==> config.mk <==
export PLATFORM = sky130hd
export DESIGN_NAME = apb_fsm_controller
export DESIGN_NICKNAME = d
export VERILOG_FILES = /design/src/rtl/apb_fsm_controller.sv
export SDC_FILE = /design/constraint.sdc
export NUM_CORES = 1
export LEC_CHECK = 0
export ABC_CLOCK_PERIOD_IN_PS = 1550
export BUFFER_PORTS_ARGS = -buffer_cell sky130_fd_sc_hd__buf_2
export CAP_MARGIN = 20
export CORE_MARGIN = 10
export CORE_UTILIZATION = 39
export CTS_BUF_LIST = sky130_fd_sc_hd__clkbuf_8 sky130_fd_sc_hd__clkbuf_16
export DETAILED_ROUTE_END_ITERATION = 8
export PLACE_DENSITY = 0.74
export SETUP_SLACK_MARGIN = 0.02
export SLEW_MARGIN = 30
export SYNTH_ARGS = -nofsm -noshare
export SYNTH_HDL_FRONTEND = slang
export SYNTH_SLANG_ARGS = --single-unit
export TNS_END_PERCENT = 10
==> constraint.sdc <==
create_clock -name hclk -period 1.55 [get_ports hclk]
set_input_delay 0 -clock hclk [delete_from_list [all_inputs] [get_ports hclk]]
set_output_delay 0 -clock hclk [all_outputs]
set_load 0.01 [all_outputs]
==> src/rtl/apb_fsm_controller.sv <==
// APB SETUP/ENABLE sequencer behind the AHB slave interface of the AHB-to-APB bridge.
// Optional APB_PREADY_EN: ENABLE phases wait for pready and stall the AHB master meanwhile.
module apb_fsm_controller #(
  parameter int unsigned ADDR_W = 32,
  parameter int unsigned DATA_W = 32,
  parameter int unsigned NSEL   = 3
) (
  input  logic              hclk,
  input  logic              hreset,
  input  logic              valid,
  input  logic              hwrite,
  input  logic              hwrite_reg,
  input  logic [ADDR_W-1:0] haddr,
  input  logic [ADDR_W-1:0] haddr1,
  input  logic [ADDR_W-1:0] haddr2,
  input  logic [DATA_W-1:0] hwdata,
  input  logic [DATA_W-1:0] hwdata1,
  input  logic              pready,
  output logic              pwrite,
  output logic              penable,
  output logic [NSEL-1:0]   pselx,
  output logic [ADDR_W-1:0] paddr,
  output logic [DATA_W-1:0] pwdata,
  output logic              hreadyout
);

  localparam int unsigned REGION_LSB = 26;
  localparam logic [ADDR_W-1:0] MAP_BASE = ADDR_W'(32'h8000_0000);

  typedef enum logic [2:0] {
    ST_IDLE,
    ST_WWAIT,
    ST_READ,
    ST_WRITE,
    ST_WRITEP,
    ST_RENABLE,
    ST_WENABLE,
    ST_WENABLEP
  } state_t;

  state_t state;
  state_t state_nxt;

  // 64 MB windows starting at MAP_BASE map onto successive select lines
  function automatic logic [NSEL-1:0] sel_decode(input logic [ADDR_W-1:0] a);
    logic [ADDR_W-1:0] offs;
    sel_decode = '0;
    offs = a - MAP_BASE;
    for (int unsigned i = 0; i < NSEL; i++) begin
      if ((offs >> REGION_LSB) == ADDR_W'(i)) sel_decode[i] = 1'b1;
    end
  endfunction

`ifdef APB_PREADY_EN
  logic enable_phase;
  assign enable_phase = (state == ST_RENABLE) || (state == ST_WENABLE) ||
                        (state == ST_WENABLEP);
`else
  logic pready_unused;
  assign pready_unused = pready;
`endif

  always_comb begin
    state_nxt = state;
    case (state)
      ST_IDLE, ST_RENABLE, ST_WENABLE:
        state_nxt = valid ? (hwrite ? ST_WWAIT : ST_READ) : ST_IDLE;
      ST_WWAIT:    state_nxt = valid ? ST_WRITEP : ST_WRITE;
      ST_READ:     state_nxt = ST_RENABLE;
      ST_WRITE:    state_nxt = valid ? ST_WENABLEP : ST_WENABLE;
      ST_WRITEP:   state_nxt = ST_WENABLEP;
      ST_WENABLEP: state_nxt = !hwrite_reg ? ST_READ : (valid ? ST_WRITEP : ST_WRITE);
      default:     state_nxt = ST_IDLE;
    endcase
`ifdef APB_PREADY_EN
    if (enable_phase && !pready) state_nxt = state;
`endif
  end

  // State and APB outputs, loaded with the values belonging to the state being entered
  always_ff @(posedge hclk) begin
    if (hreset) begin
      state     <= ST_IDLE;
      pwrite    <= 1'b0;
      penable   <= 1'b0;
      pselx     <= '0;
      paddr     <= '0;
      pwdata    <= '0;
      hreadyout <= 1'b1;
    end else begin
      state <= state_nxt;
      case (state_nxt)
        ST_IDLE, ST_WWAIT: begin
          pselx     <= '0;
          penable   <= 1'b0;
          hreadyout <= 1'b1;
        end
        ST_READ: begin
          paddr     <= haddr;
          pwrite    <= 1'b0;
          pselx     <= sel_decode(haddr);
          penable   <= 1'b0;
          hreadyout <= 1'b0;
        end
        ST_WRITE, ST_WRITEP: begin
          // a write launched from WENABLEP had its address phase one cycle earlier
          if (state == ST_WENABLEP) begin
            paddr  <= haddr2;
            pwdata <= hwdata1;
            pselx  <= sel_decode(haddr2);
          end else begin
            paddr  <= haddr1;
            pwdata <= hwdata;
            pselx  <= sel_decode(haddr1);
          end
          pwrite    <= 1'b1;
          penable   <= 1'b0;
          hreadyout <= 1'b0;
        end
        default: begin
          penable <= 1'b1;
`ifdef APB_PREADY_EN
          hreadyout <= 1'b0;
`else
          hreadyout <= 1'b1;
`endif
        end
      endcase
`ifdef APB_PREADY_EN
      if (enable_phase && pready) hreadyout <= 1'b1;
`endif
    end
  end

endmodule

==> metrics <==
synth cell count leaders=dfxtp_1 (73), nand2_1 (71), mux2i_1 (63); library cells used by synthesis=38; CTS Root Cell=clkbuf_8; CP Data Arrival Time=1.87 ns; Crit path required time=1.79 ns; #FFs+latches synth=73; CTS H-tree lvls=3; Setup crit start kind=flop; Mapped Area=0.00369 mm2; slowest cell delay on critical path=0.37 ns; clk slew on worst S/H paths=0.08 ns; LEAKAGE=3.20 nW; final worst-path cycle share=1.06; syn avg cell area=8.59 um2; failing checks=setup timing; GRT Overall Usage=0.210; Worst-Skew Late Latency=0.35 ns; Iter 0 DRT Violations=275; top post-synthesis cells by area=dfxtp_1 (40%), mux2i_1 (17%), nand2_1 (7.2%), a211oi_1 (6.7%), o211ai_1 (6.1%); Worst-Margin Slew=0.468 ns; post-synthesis sequential area ratio=0.396; die width=117 um; Final Util=0.673; share of layout cells above drive strength 1=0.423; most common cell in the netlist=dfxtp_1; # IOs=236; WP buf/inv=1; Num CTS Buffers=9; Yosys top cell by area=dfxtp_1; DRT antenna net count=0; Async S/R FF share, synth=0; Core Rows=35; # DRC=0; top cell type's share of synthesized area=0.396; initial antenna violation count=1; Worst slew margin=0.684; final worst path period need=1.64 ns; Hold Crit Start=hwdata1[17]; grt total ovfl=0; cell family with most CP delay=compound AO/OA/AOI/OAI gates; I/O Buffers=234; final-report max-slew violation count=0; GPL Wtd Cong=0.850; internal reg-to-reg setup slack=-0.09 ns; endpoints failing hold=0; worst hold path type=in -> reg; slowest CP cell=dfxtp_4; drt first pass iters=4; chip height=117 um; Max Root-Sink Buffers=2; final setup margin=-0.0856 ns; largest net degree at the start of global routing=38; core footprint=0.00924 mm2; die area=0.0138 mm2; Synth Flop Type=dfxtp_1; FMAX=611 MHz; Clock Skews=0.00813 ns; Post-Synthesis Cells=430; syn nets=596; PwrDens=1290 mW/mm2; vias in the first global route=4803; Max FO, Critical Path=6; vias=4425; Vias/cell=5.07; synth warn=0; Area Growth Syn to Fin=68.2%; Worst setup EP type=flop; Final Power=0.00805 W; Post-synth EDFFs=0; MaxCap Viol Count=0; Worst R2R Start=state[1]; first-pass GRT wire length=24300 um; status=complete, but fails checks; CTS sink count=73; RSZ-0062 raised after global routing=yes; Setup-failing EPs final=32; Initial Util=0.400; hpwl dp=10500 um; routed len/inst=17.4 um; Max IR drop VDD=0.000711 V; Crit Path Category=reg -> reg; DRT Wirelength=15200 um; Cell Chain, Critical Path=or2_4 -> a21boi_4 -> buf_12 -> mux2_4 -> a32o_1; CTS tree=yes; Worst Setup SP=state[1]; fin nets=905
==> final timing paths <==
kind,end,cells past startpoint
worst max-delay path,pselx[2],5
worst min-delay path,pwdata[17],3
worst max register to register,pselx[2],5
worst min register to register,paddr[13],2
==> timing repair <==
item	CTS	global route
hold buffers	60	0
gates resized for setup	18	5
buffers inserted	5	0
pin swaps	6	1
endpoints found under the hold margin	46	0
gates cloned	2	0
endpoints found under the setup margin	68	67
==> cells by family (layout without fill, tap and decap cells) <==
group                  after synthesis  count (layout)  share of synthesized area
AND/OR/NAND/NOR                    133             133                      0.158
AO/OA/AOI/OAI                      116             116                      0.212
flip-flops                          73              73                      0.396
multiplexers                        67              67                      0.183
buffers and inverters               41             354                     0.0508
other                                0               1                          0
==> placed cells by master, fill, tap and decap left out, types with 3 or more instances in the layout <==
master / count
nor2b_1: 3
a21oi_1: 38
buf_12: 6
clkinv_2: 3
o211ai_1: 30
nand2_1: 70
buf_2: 234
buf_6: 3
mux2i_1: 61
buf_4: 31
a211oi_1: 31
a32o_1: 3
nand2b_1: 3
dlygate4sd3_1: 60
clkbuf_8: 9
dfxtp_1: 70
nor2_1: 40
==> worst min-delay path: stages <==
cell and delay, ns:
buf_2 0.09, mux2i_1 0.13, a211oi_1 0.09
==> per-stage QoR <==
step | setup WS, ns | setup TNS, ns | cell area, um2 | cells | hold slack (ns)
floorplan | -0.0327 | -0.620 | 3710 | 430 | 0.193
global placement | -0.137 | -6.71 | 5210 | 790 | 0.303
detailed placement | -0.301 | -12.52 | 5210 | 790 | 0.312
CTS | -0.0864 | -0.469 | 6190 | 872 | 0.00128
global route | -0.141 | -4.44 | 6220 | 873 | 0.00714
finish | -0.0856 | -0.674 | 6220 | 873 | 0.0100
==> cell type report <==
class / count / area [um2]
Inverter: 2 / 7.51
Clock buffer: 9 / 124
Timing Repair Buffer: 337 / 2230
Sequential cell: 73 / 1470
Antenna cell: 1 / 2.50
Clock inverter: 6 / 83.8
Fill cell: 728 / 3020
Multi-Input combinational cell: 316 / 2130
Tap cell: 129 / 161
==> sequential cells by signal, indices dropped and copies added, names as in the netlist <==
| name | flops |
|---|---|
| pwrite | 1 |
| paddr | 32 |
| penable | 1 |
| hreadyout | 1 |
| pselx | 3 |
| state | 3 |
| pwdata | 32 |
==> per-layer routing <==
layer  GRT usage  vias to the layer above  routed length, um
li1            -                     2166                  -
met1       0.216                     2033               5840
met2       0.378                      186               7770
met3      0.0676                       40               1070
met4      0.0978                        0                506
met5           0                        -                  0
==> power breakdown <==
group	leakage, nW	total, W	internal, W	switching [W]
combinational	2.49	0.00378	0.00179	0.00199
clock	0.109	0.00161	0.000892	0.000716
sequential	0.600	0.00266	0.00239	0.000269
(Power assumes the default switching activity.)
